`config.mk`:
```
export PLATFORM = sky130hd
export DESIGN_NAME = spi_tx_stream
export DESIGN_NICKNAME = d
export VERILOG_FILES = /design/src/rtl/spi_pkg.sv /design/src/rtl/spi_tx_fifo.sv /design/src/rtl/spi_tx_stream.sv
export SDC_FILE = /design/constraint.sdc
export NUM_CORES = 1
export LEC_CHECK = 0
export CAP_MARGIN = 15
export CORE_ASPECT_RATIO = 1.2
export CORE_MARGIN = 5
export CORE_UTILIZATION = 52
export CTS_CLUSTER_SIZE = 28
export DETAILED_ROUTE_END_ITERATION = 12
export GPL_ROUTABILITY_DRIVEN = 1
export MAX_ROUTING_LAYER = met4
export PLACE_DENSITY = 0.71
export SETUP_SLACK_MARGIN = 0.5
export SYNTH_ARGS = -nofsm -noshare
export SYNTH_HDL_FRONTEND = slang
export SYNTH_HIERARCHICAL = 1
export SYNTH_SLANG_ARGS = --single-unit
```
`constraint.sdc`:
```
create_clock -name clk -period 1.95 [get_ports clk]
set_input_delay 0.195 -clock clk [delete_from_list [all_inputs] [get_ports clk]]
set_output_delay 0.195 -clock clk [all_outputs]
set_load 0.01 [all_outputs]
```
`src/rtl/spi_pkg.sv`:
```
// ============================================================================
// Module : spi_pkg
// Brief  : Shared FSM encoding, SPI mode constants and clog2 helper.
// Rev    : 1.0  initial release
// ============================================================================
`default_nettype none

package spi_pkg;

   typedef enum logic [2:0] {
      ST_IDLE  = 3'd0,
      ST_LEAD  = 3'd1,
      ST_SHIFT = 3'd2,
      ST_TRAIL = 3'd3,
      ST_GAP   = 3'd4
   } spi_state_t;

   // {CPOL, CPHA}
   localparam logic [1:0] c_SPI_MODE0 = 2'b00;
   localparam logic [1:0] c_SPI_MODE1 = 2'b01;
   localparam logic [1:0] c_SPI_MODE2 = 2'b10;
   localparam logic [1:0] c_SPI_MODE3 = 2'b11;

   function automatic int clog2(input int value);
      int r;
      r = 0;
      for (int i = 0; i < 31; i++) begin
         if ((1 << i) < value) r = i + 1;
      end
      return r;
   endfunction

endpackage

`default_nettype wire

```
`src/rtl/spi_tx_fifo.sv`:
```
// ============================================================================
// Module : spi_tx_fifo
// Brief  : Synchronous FIFO; full/empty/count all derived from a registered count.
// Rev    : 1.0  initial release
// ============================================================================
`default_nettype none

module spi_tx_fifo
   import spi_pkg::*;
#(
   parameter int WIDTH = 8,
   parameter int DEPTH = 4
) (
   input  logic                     clk,
   input  logic                     rst_n,
   input  logic                     i_push,
   input  logic [WIDTH-1:0]         i_data,
   input  logic                     i_pop,
   output logic [WIDTH-1:0]         o_data,
   output logic                     o_full,
   output logic                     o_empty,
   output logic [clog2(DEPTH):0]    o_count
);

   localparam int c_PTR_W = clog2(DEPTH);
   localparam int c_CNT_W = c_PTR_W + 1;

   logic [WIDTH-1:0]   r_mem [DEPTH];
   logic [c_PTR_W-1:0] r_wr_ptr;
   logic [c_PTR_W-1:0] r_rd_ptr;
   logic [c_CNT_W-1:0] r_count;
   logic               w_push;
   logic               w_pop;

   assign o_full  = (r_count == c_CNT_W'(DEPTH));
   assign o_empty = (r_count == '0);
   assign o_count = r_count;
   assign o_data  = r_mem[r_rd_ptr];
   assign w_push  = i_push && !o_full;
   assign w_pop   = i_pop && !o_empty;

   always_ff @(posedge clk) begin
      if (w_push) r_mem[r_wr_ptr] <= i_data;
   end

   always_ff @(posedge clk or negedge rst_n) begin
      if (!rst_n) begin
         r_wr_ptr <= '0;
         r_rd_ptr <= '0;
         r_count  <= '0;
      end else begin
         if (w_push) r_wr_ptr <= r_wr_ptr + 1'b1;
         if (w_pop)  r_rd_ptr <= r_rd_ptr + 1'b1;
         case ({w_push, w_pop})
            2'b10:   r_count <= r_count + 1'b1;
            2'b01:   r_count <= r_count - 1'b1;
            default: r_count <= r_count;
         endcase
      end
   end

endmodule

`default_nettype wire

```
`src/rtl/spi_tx_stream.sv`:
```
// ============================================================================
// Module : spi_tx_stream
// Brief  : SPI transmit serializer with input FIFO; SPI_TX_BURST_EN keeps the
//          frame open across queued words.
// Rev    : 1.0  initial release
// ============================================================================
`default_nettype none

module spi_tx_stream
   import spi_pkg::*;
#(
   parameter int WIDTH     = 8,
   parameter int DEPTH     = 4,
   parameter int CLK_DIV   = 2,
   parameter bit CPOL      = 1'b0,
   parameter bit CPHA      = 1'b0,
   parameter bit MSB_FIRST = 1'b1
) (
   input  logic             clk,
   input  logic             rst_n,
   input  logic [WIDTH-1:0] i_in,
   input  logic             i_in_valid,
   output logic             o_in_ready,
   output logic             o_out,
   output logic             o_clk_out,
   output logic             o_en_out,
   output logic             o_sent,
   output logic             o_busy
);

   localparam int c_DIV_W = (CLK_DIV > 1) ? clog2(CLK_DIV) : 1;
   localparam int c_H_W   = clog2(2 * WIDTH);
   localparam int c_CNT_W = clog2(DEPTH) + 1;
   localparam logic [c_DIV_W-1:0] c_DIV_LAST = c_DIV_W'(CLK_DIV - 1);
   localparam logic [c_H_W-1:0]   c_H_LAST   = c_H_W'(2 * WIDTH - 1);

   spi_state_t          r_state;
   logic [c_DIV_W-1:0]  r_div;
   logic [c_H_W-1:0]    r_h;
   logic [WIDTH-1:0]    r_sh;

   logic                w_tick;
   logic                w_bit;
   logic [WIDTH-1:0]    w_sh_next;
   logic                w_shift;
   logic                w_burst;
   logic                w_pop;
   logic                w_full;
   logic                w_empty;
   logic [WIDTH-1:0]    w_fifo_data;
   logic [c_CNT_W-1:0]  w_count;

   spi_tx_fifo #(
      .WIDTH (WIDTH),
      .DEPTH (DEPTH)
   ) u_fifo (
      .clk     (clk),
      .rst_n   (rst_n),
      .i_push  (i_in_valid),
      .i_data  (i_in),
      .i_pop   (w_pop),
      .o_data  (w_fifo_data),
      .o_full  (w_full),
      .o_empty (w_empty),
      .o_count (w_count)
   );

`ifdef SPI_TX_BURST_EN
   assign w_burst = 1'b1;
`else
   assign w_burst = 1'b0;
`endif

   generate
      if (MSB_FIRST) begin : g_msb_first
         assign w_bit     = r_sh[WIDTH-1];
         assign w_sh_next = {r_sh[WIDTH-2:0], 1'b0};
      end else begin : g_lsb_first
         assign w_bit     = r_sh[0];
         assign w_sh_next = {1'b0, r_sh[WIDTH-1:1]};
      end
   endgenerate

   assign w_tick = (r_div == c_DIV_LAST);

   // Advance to the next bit at the end of the half-period before each launch edge;
   // the final bit is never shifted out so TRAIL keeps driving it.
   assign w_shift = CPHA ? (!r_h[0] && (r_h != '0)) : (r_h[0] && (r_h != c_H_LAST));

   assign w_pop = !w_empty &&
                  ((r_state == ST_IDLE) ||
                   ((r_state == ST_TRAIL) && w_tick && w_burst));

   assign o_in_ready = ~w_full;
   assign o_busy     = (r_state != ST_IDLE) || (w_count != '0);

   // Pin outputs are registered from the state held in the current cycle.
   always_ff @(posedge clk or negedge rst_n) begin
      if (!rst_n) begin
         r_state   <= ST_IDLE;
         r_div     <= '0;
         r_h       <= '0;
         r_sh      <= '0;
         o_out     <= 1'b0;
         o_clk_out <= CPOL;
         o_en_out  <= 1'b0;
         o_sent    <= 1'b0;
      end else begin
         o_out     <= 1'b0;
         o_clk_out <= CPOL;
         o_en_out  <= 1'b0;
         o_sent    <= 1'b0;
         r_div     <= w_tick ? '0 : r_div + 1'b1;
         case (r_state)
            ST_IDLE: begin
               r_div <= '0;
               if (!w_empty) begin
                  r_sh    <= w_fifo_data;
                  r_state <= ST_LEAD;
               end
            end
            ST_LEAD: begin
               o_en_out <= 1'b1;
               o_out    <= w_bit;
               if (w_tick) begin
                  r_h     <= '0;
                  r_state <= ST_SHIFT;
               end
            end
            ST_SHIFT: begin
               o_en_out  <= 1'b1;
               o_out     <= w_bit;
               o_clk_out <= CPOL ^ r_h[0];
               if (w_tick) begin
                  if (w_shift) r_sh <= w_sh_next;
                  if (r_h == c_H_LAST) r_state <= ST_TRAIL;
                  else                 r_h     <= r_h + 1'b1;
               end
            end
            ST_TRAIL: begin
               o_en_out <= 1'b1;
               o_out    <= w_bit;
               if (w_tick) begin
                  o_sent <= 1'b1;
                  if (w_burst && !w_empty) begin
                     r_sh    <= w_fifo_data;
                     r_h     <= '0;
                     r_state <= ST_SHIFT;
                  end else begin
                     r_state <= ST_GAP;
                  end
               end
            end
            ST_GAP: begin
               if (w_tick) r_state <= ST_IDLE;
            end
            default: r_state <= ST_IDLE;
         endcase
      end
   end

endmodule

`default_nettype wire

```
Word level (Yosys, flattened, before mapping)
Memories as Yosys holds them, arrays and structs flattened.
Index checks and enable logic that the tools add are counted.

word-level totals
  register bits = 27
  RAM bits = 32
  input bits = 11
  output and inout bits = 6
  word-level logic and storage cells = 79
  memories = 1

cells by class
  add/sub/neg operators = 6
  eq/ne operators = 17
  mux-type cells = 25
  bitwise logic cells = 1
  reduce and logical (&&, ||, !) cells = 18

memories
  name          words  bits a word  rd ports  clocked after memory_dff  wr ports  RTL line           source
  u_fifo.r_mem  4      8            1         0                         1         spi_tx_fifo.sv:28  logic [WIDTH-1:0] r_mem [DEPTH];

operators with widths
  kind                   count
  $mux W8                3
  $mux W3                6
  $ne A2 B2 Y1 const B   8
  $pmux W8 S2            1
  $pmux W3 S5            1
  $mux W4                3
  $mux W1                9
  $pmux W4 S2            1
  $reduce_and A4 Y1      2
  $eq A3 B2 Y1 const B   2
  $eq A3 B3 Y1 const B   2
  $logic_not A3 Y1       2
  $pmux W3 S2            1
  $reduce_and A6 Y1      1
  $reduce_bool A2 Y1     3
  $reduce_bool A3 Y1     2
  $add A2 B1 Y2 const B  2
  $add A4 B1 Y4 const B  1
  $eq A4 B4 Y1 const B   1
  $logic_and A1 B1 Y1    4
  $ne A4 B4 Y1 const B   1
  $add A3 B1 Y3 const B  1
  $eq A3 B1 Y1 const B   1
  $reduce_or A3 Y1       1
  7 further kinds        8

Longest topological paths before layout
Gate-level depths: netlist of run 1.

  depth in word-level cells = 6
  depth in mapped cells = 9

Cells and area by module
Netlist of run 1, hierarchy kept.

modules (own cells, without submodules)
  module         times used  cells each  area an instance (µm²)  sequential area each (µm²)
  spi_tx_fifo    1           80          1,584.0                 1,136.1
  spi_tx_stream  1           86          1,007.2                 500.5

Worst setup path after synthesis of run 1
Ideal clock, no wire load.

  path kind = register to register
  start = register u_fifo.r_count[0], in the netlist u_fifo/o_count[0]
  end = register u_fifo.r_count[2], in the netlist u_fifo/o_count[2]
  setup time = 79 ps
  arrival = 2,006 ps
  data required time = 1,871 ps
  slack = -135 ps
  cell stages (with the launch flop) = 10
  path buffers = 0
  clock period less this slack = 2,085 ps
  path through = dfrtp_1 > or3b_4 > and2_4 > inv_1 > ha_1 > inv_1 > fa_1 > xor2_1 > nor2_1 > xor2_1

on the way
  longest elaborated chain between the ends = 6

RTL lines
  element                                            RTL line                                source
  start, declared                                    spi_tx_fifo.sv:31                       logic [c_CNT_W-1:0] r_count;
  start signal, assigned                             spi_tx_fifo.sv:55                       2'b10: r_count <= r_count + 1'b1;
  start signal, assigned                             spi_tx_fifo.sv:56                       2'b01: r_count <= r_count - 1'b1;
  start signal, assigned                             spi_tx_fifo.sv:57                       default: r_count <= r_count;
  $logic_not A3 Y1                                   spi_tx_fifo.sv:36                       assign o_empty = (r_count == '0);
  $logic_not A1 Y1                                   spi_tx_fifo.sv:40, spi_tx_stream.sv:90
  $logic_and A1 B1 Y1                                spi_tx_stream.sv:90                     assign w_pop = !w_empty &&
  $logic_and A1 B1 Y1                                spi_tx_fifo.sv:40                       assign w_pop = i_pop && !o_empty;
  $eq A2 B1 Y1 or $eq A2 B2 Y1 (tied branches)       spi_tx_fifo.sv:54                       case ({w_push, w_pop})
  $pmux W3 S2 or $reduce_bool A2 Y1 (tied branches)  n/a

Parallel ways exist; a longest one is shown, timed or not.
A chain may end at the register's enable or synchronous reset.

Final worst setup path of run 1
  start = register u_fifo.r_count[1], in the netlist u_fifo/o_count[1]
  end = register u_fifo.r_count[2], in the netlist u_fifo/o_count[2]

The elaborated chain is that of the path after synthesis.

==> results of run 1 <==
[logic make-up (layout without fill, tap and decap cells)]
logic type               Yosys count  in the layout  synth area share (%)
flip-flops                        59             59                  63.2
AND/OR/NAND/NOR                   34             34                  8.21
multiplexers                      26             26                  14.8
buffers and inverters             18             74                  3.52
AO/OA/AOI/OAI                     14             14                  3.91
XOR/XNOR                           8              8                  2.70
adder cells (fa/ha/maj)            7              7                  3.67
[path summary, 6_finish.rpt]
kind                                                from                             to  slack, ns  cells past startpoint
setup / recovery           u_fifo/o_count[1]$_DFFE_PN0P_  u_fifo/o_count[2]$_DFFE_PN0P_      -0.03                      9
hold / removal                                     rst_n            o_clk_out$_DFF_PN0_       0.24                      2
setup reg to reg           u_fifo/o_count[1]$_DFFE_PN0P_  u_fifo/o_count[2]$_DFFE_PN0P_      -0.03                      9
hold reg to reg                      r_sh[4]$_DFFE_PN0P_            r_sh[4]$_DFFE_PN0P_       0.52                      1
max in group asynchronous                          rst_n            r_sh[7]$_DFFE_PN0P_       1.43                      2
min in group clk                                 i_in[2]   u_fifo/r_mem[2][2]$_DFFE_PP_       0.49                      1
[metrics by stage]
| stage | hold WS [ns] | std cells | power [W] | setup TNS (ns) |
|---|---|---|---|---|
| after global routing | 0.247 | 282 | 0.00628 | -0.179 |
| after detailed placement | 0.496 | 249 | 0.00407 | -0.0779 |
| after CTS | 0.225 | 277 | 0.00579 | -0.0238 |
| after floorplan | -0.101 | 166 | 0.00349 | -0.0403 |
| after global placement | 0.484 | 249 | 0.00394 | 0 |
| final | 0.237 | 282 | 0.00591 | -0.0346 |
[Yosys cell counts (2+ instances only)]
cell type	count
dfrtp_1	27
edfxtp_1	32
a31oi_1	2
ha_1	6
xnor2_1	4
mux4_2	8
buf_4	2
and3_2	5
a31o_2	2
buf_6	2
mux2i_1	2
inv_1	12
xor2_1	4
nor3_1	3
and2_1	2
a21oi_1	3
nand2_1	6
or3b_4	2
nor2_1	7
mux2_2	15
[what timing repair did]
| action | in CTS | in global routing |
|---|---|---|
| hold endpoints to repair | 0 | 0 |
| hold buffers | 0 | 0 |
| gates cloned | 0 | 0 |
| gates resized for setup | 42 | 13 |
| setup buffers | 12 | 5 |
| setup endpoints to repair | 49 | 52 |
| pin swaps | 8 | 7 |
[routing by layer]
metal	GRT usage [%]	share of wire, %	vias to the layer above
met5	-	0	-
met4	10.7	1.6	0
met3	3.23	3.0	8
met2	28.1	55	26
met1	19.9	40	763
li1	-	-	713
[worst reg2reg max path: cells and delay by family (launching register included)]
| kind | cells | cell delay, ns |
|---|---|---|
| xor+xnor | 2 | 0.31 |
| fa+ha+maj | 2 | 0.46 |
| buf+inv | 2 | 0.08 |
| flops | 1 | 0.38 |
| simple gates | 3 | 0.68 |
[power by group through the flow]
stage          logic, W  registers (W)  clock network, W
2_1_floorplan   0.00155        0.00194                 0
3_5_place_dp    0.00206        0.00201                 0
3_3_place_gp    0.00196        0.00198                 0
5_1_grt         0.00302        0.00202           0.00124
6_report        0.00279        0.00199           0.00113
4_1_cts         0.00265        0.00198           0.00117
[area by class of cell]
cell class	instances	share of cell area, %
clock buffers	9	3.61
flip-flops and latches	59	47.7
clock inverters	7	2.37
repair buffers	46	12.7
well taps	60	2.19
inverters	12	1.39
multi-input cells	89	30.0
[registers in the layout (all words and copies together), names as in the netlist]
signal / count
u_fifo/r_mem: 32
u_fifo/r_wr_ptr: 2
r_sh: 8
u_fifo/o_count: 3
o_sent: 1
u_fifo/r_rd_ptr: 2
o_clk_out: 1
r_div: 1
r_state: 3
r_h: 4
o_out: 1
o_en_out: 1
==> run metrics, run 1 <==
drt drc 0; Buffers & Inverters on Critical Path 2; via count 1510; die height 87.3 um; clk slew on worst S/H paths 0.08 ns; Synth cell types 40; Synth top area share 37.1%; part of the power in the clock network between 10% and 20%; area of the multi-input gates about 1000 sq um; Post-synth top flop edfxtp_1; number of enable flip-flop cells after synthesis 32; Rel. slew slack 71.7%; clock sinks 59; Internal 0.00398 W; wire per inst about 17 um; Net Switching around 0.0019 W; CTS Buffer Depth 2; WP data required between 2 and 2.5 ns; DIE WIDTH roughly 74 um; register area roughly 1600 sq um; worst slack at placement -0.0779 ns; PwrDens 1720 nW/um^2; I/O Pins 17; failing checks negative setup slack; largest fanout on the critical path 2; Final ANT Viol Nets 0; Hold WC Path Type in -> async; port bufs 16; Antenna Cells 0; Worst EP arrival 2.24 ns; CTS tree done; initial antenna violation count 0; WL final 4840 um; CP delay by family, top simple AND/OR/NAND/NOR gates; number of fill cells in the layout 321; dpl cell area a little under 3000 sq um; Ys Warns 6; Yosys top cell by area edfxtp_1; CP cell instances or3b_4 -> and2_4 -> inv_4 -> ha_4 -> inv_2 -> fa_2 -> xor2_1 -> nor2_1 -> xor2_1; most common cell after layout, fill and taps aside edfxtp_1; worst-margin pin slew 0.424 ns; GPL Wtd Cong 0.823; Cells after Synth 166; Max Clock Freq 504 MHz; first-pass GRT wire length 7890 um; Rows 28; commonest cells after routing, fill and taps aside edfxtp_1 (32), dfrtp_1 (27), mux2_4 (16), buf_4 (16), clkdlybuf4s50_1 (14); slowest cell on the critical path or3b_4; final slew viol count 0; Async S/R FF share, synth a little under half; initial DRC count roughly 110; Setup crit end kind register; Fin. Hold Viols 0; register area share after synthesis roughly 63%; post-route clock period utilization 102%; root buf cell clkbuf_8; Reg power frac approximately 34%; die area between 6000 and 7000 sq um; fin util 70.5%; Combinational Power Share 47.2%; setup slack after layout -0.0346 ns; number of global-route vias before repair 1639; outcome finished, violations left; cell area after layout 3430 sq um; Initial Util 53.2%; flops & latches, synth 59; Net Count, Synth 184; number of nets in the layout 235; Clk Latency, worst-skew pair 0.34 ns; Setup Viol. Count Final 1; crit path launch type register; unrepaired setup endpoints after global routing true; detailed placement HPWL roughly 3000 um; CTS Buf Count 9; routed via count divided by cell count roughly 5.4; Pre-antenna DRT Iters 4; slowest stage delay, CP 0.40 ns; maximum VDD drop 1.10 mV; type of the worst setup path reg -> reg; Worst path most repeated cell xor2_1; Leak 1.41 nW; top post-synthesis cells by area edfxtp_1 (37%), dfrtp_1 (26%), mux4_2 (7.0%); Final min period 1.98 ns; Worst Clk Skew roughly 0.011 ns; mapped cell area 2590 sq um; P&R area growth vs syn 32.4%; CTS H-Tree Depth 3; Core Area 4870 sq um; number of max-cap violations 0; Overflow after GRT 0; mean post-synth cell area between 15 and 20 sq um; largest net degree at the start of global routing 28; layout cells sized above 1 46.4%; gr usage total 17.4%; switch share 32.7%
No activity file was read; power rests on OpenSTA's default activity.
==> run 2: changes to the inputs <==
--- a/config.mk
+++ b/config.mk
@@ -12,6 +12,7 @@
 export CTS_CLUSTER_SIZE = 28
 export DETAILED_ROUTE_END_ITERATION = 12
 export GPL_ROUTABILITY_DRIVEN = 1
+export HOLD_SLACK_MARGIN = 0.15
 export MAX_ROUTING_LAYER = met4
 export PLACE_DENSITY = 0.71
 export SETUP_SLACK_MARGIN = 0.5
==> results of run 2 <==
No change in the layout: final DEF, timing and power equal those of run 1.
==> run 3: changes to the inputs <==
--- a/config.mk
+++ b/config.mk
@@ -12,6 +12,7 @@
 export CTS_CLUSTER_SIZE = 28
 export DETAILED_ROUTE_END_ITERATION = 12
 export GPL_ROUTABILITY_DRIVEN = 1
+export GPL_TIMING_DRIVEN = 0
 export HOLD_SLACK_MARGIN = 0.15
 export MAX_ROUTING_LAYER = met4
 export PLACE_DENSITY = 0.71
==> run metrics, run 3 (same netlist as run 1, synthesis figures left out) <==
gr usage total 17.4% (-0.028 points); maximum VDD drop 1.05 mV (-4.4%); initial DRC count 55 (-51%); Largest register FFs 32 (unchanged); Hold WC Path Type in -> async; Setup Viol. Count Final 3 (+2); Worst Clk Skew 0.00584 ns (-0.00543 ns); failing checks negative setup slack; final total power 0.00625 W (+5.7%); GPL Wtd Cong 0.737 (-10%); Largest regs u_fifo/r_mem x32, r_sh x8, r_h x4; Final min period 2.07 ns (+0.0881 ns); drt drc 0 (unchanged); die area 6500 sq um (unchanged); P&R area growth vs syn 36.3%; Core Area 4870 sq um (unchanged); CTS Buf Count 9 (unchanged); Rows 28 (unchanged); worst-margin pin slew 0.617 ns (+0.192 ns); number of global-route vias before repair 1719 (+4.9%); wire per inst 18.1 um (+5.6%); Antenna Cells 0 (unchanged); Pre-antenna DRT Iters 4 (unchanged); Leak 1.46 nW (+3.3%); Overflow after GRT 0 (unchanged); Setup TNS -0.149 ns (-0.114 ns); WL final 5240 um (+8.3%); Final ANT Viol Nets 0 (unchanged); final slew viol count 0 (unchanged); PwrDens 1770 nW/um^2 (+2.6%); setup slack after layout -0.123 ns (-0.0881 ns); initial antenna violation count 0 (unchanged); flop2flop setup slack -0.12 ns (-0.09 ns); CTS tree done; commonest cells after routing, fill and taps aside edfxtp_1 (32), dfrtp_1 (26), buf_4 (18); number of nets in the layout 242 (+3.0%); Setup crit end kind register; first-pass GRT wire length 8050 um (+2.1%); routed via count divided by cell count 5.50 (+2.7%); die height 87.3 um (unchanged); largest net degree at the start of global routing 28 (unchanged); I/O Pins 17 (unchanged); post-route clock period utilization 106% (+4.5 points); type of the worst setup path reg -> reg; Rel. slew slack 58.9% (-13 points); Top reg by flops u_fifo/r_mem; Clk Latency, worst-skew pair 0.33 ns (about the same); WP data required 2.20 ns (about the same); port bufs 16 (unchanged); fin cells 289 (+2.5%); CTS Buffer Depth 2 (unchanged); clock sinks 59 (unchanged); R2R Path End u_fifo/o_count[2]$_DFFE_PN0P_; number of max-cap violations 0 (unchanged); largest fanout on the critical path 2 (unchanged); CTS H-Tree Depth 3 (unchanged); layout cells sized above 1 48.5% (+2.1 points); unrepaired setup endpoints after global routing true; fin util 72.5% (+2.1 points); crit path launch type register; Max Clock Freq 482 MHz (-4.3%); outcome finished, violations left; clk slew on worst S/H paths 0.07 ns (about the same); root buf cell clkbuf_8; Fin. Hold Viols 0 (unchanged); DIE WIDTH 74.4 um (unchanged); most common cell after layout, fill and taps aside edfxtp_1; detailed placement HPWL 3060 um (+2.3%); R2R cell count 9 (unchanged); r2r startpoint u_fifo/o_count[0]$_DFFE_PN0P_; dpl cells 242 (-2.8%); Initial Util 53.2% (unchanged); Worst EP arrival 2.32 ns (+0.08 ns); via count 1590 (+5.3%)
-- run 3: per-stage QoR --
stage	area, sq um	setup slack (ns)	hold WS (ns)
final	3530	-0.123	0.413
after global routing	3530	-0.149	0.454
after CTS	3380	-0.0656	0.487
after detailed placement	2860	-0.176	0.495
after global placement	2860	-0.109	0.485
after floorplan	2620	-0.0403	-0.101
-- run 3: critical path: stages, from the launching register on --
cell     delay [ns]
dfrtp_2        0.42
or3b_4         0.41
and2_4         0.16
inv_4          0.06
ha_4           0.13
inv_2          0.03
fa_2           0.33
xor2_1         0.15
nor2_1         0.13
xor2_1         0.18
-- run 3: what timing repair did --
item                                    CTS  global route
gates cloned                              0             0
endpoints found under the hold margin     0            27
endpoints found under the setup margin   48            50
pin swaps                                 8            11
setup buffers                            20            10
gates resized for setup                  44            19
hold buffers                              0             1
-- run 3: how the worst max path moves through the flow --
stage,from,to,slack (ns),cells after the start
2_1_floorplan,u_fifo/o_count[0]$_DFFE_PN0P_,u_fifo/o_count[2]$_DFFE_PN0P_,-0.04,9
3_3_place_gp,r_state[0]$_DFFE_PN0P_,u_fifo/o_count[2]$_DFFE_PN0P_,-0.11,9
3_5_place_dp,r_state[0]$_DFFE_PN0P_,u_fifo/o_count[2]$_DFFE_PN0P_,-0.18,9
4_1_cts,u_fifo/o_count[0]$_DFFE_PN0P_,u_fifo/o_count[2]$_DFFE_PN0P_,-0.07,9
5_1_grt,u_fifo/o_count[0]$_DFFE_PN0P_,u_fifo/o_count[2]$_DFFE_PN0P_,-0.15,9
6_report,u_fifo/o_count[0]$_DFFE_PN0P_,u_fifo/o_count[2]$_DFFE_PN0P_,-0.12,9
-- run 3: where the power goes --
group          internal (W)  switching [W]  total, W
clock              0.000714       0.000478   0.00119
combinational       0.00181        0.00130   0.00311
sequential          0.00174       0.000209   0.00195
-- run 3: final cells by class --
| cell class | count | area (sq um) |
|---|---|---|
| Tap cell | 60 | 75.1 |
| Inverter | 12 | 47.5 |
| Clock inverter | 7 | 92.6 |
| Multi-Input combinational cell | 89 | 1050 |
| Fill cell | 289 | 1340 |
| Buffer | 6 | 65.1 |
| Clock buffer | 9 | 124 |
| Timing Repair Buffer | 47 | 444 |
| Sequential cell | 59 | 1640 |
-- run 3: layer usage --
metal / up-vias / global-route usage (%) / share of wire, %
li1: 729 / - / -
met1: 814 / 19.6 / 40
met2: 35 / 28.5 / 55
met3: 12 / 4.27 / 2.9
met4: 0 / 8.90 / 1.9
met5: - / - / 0
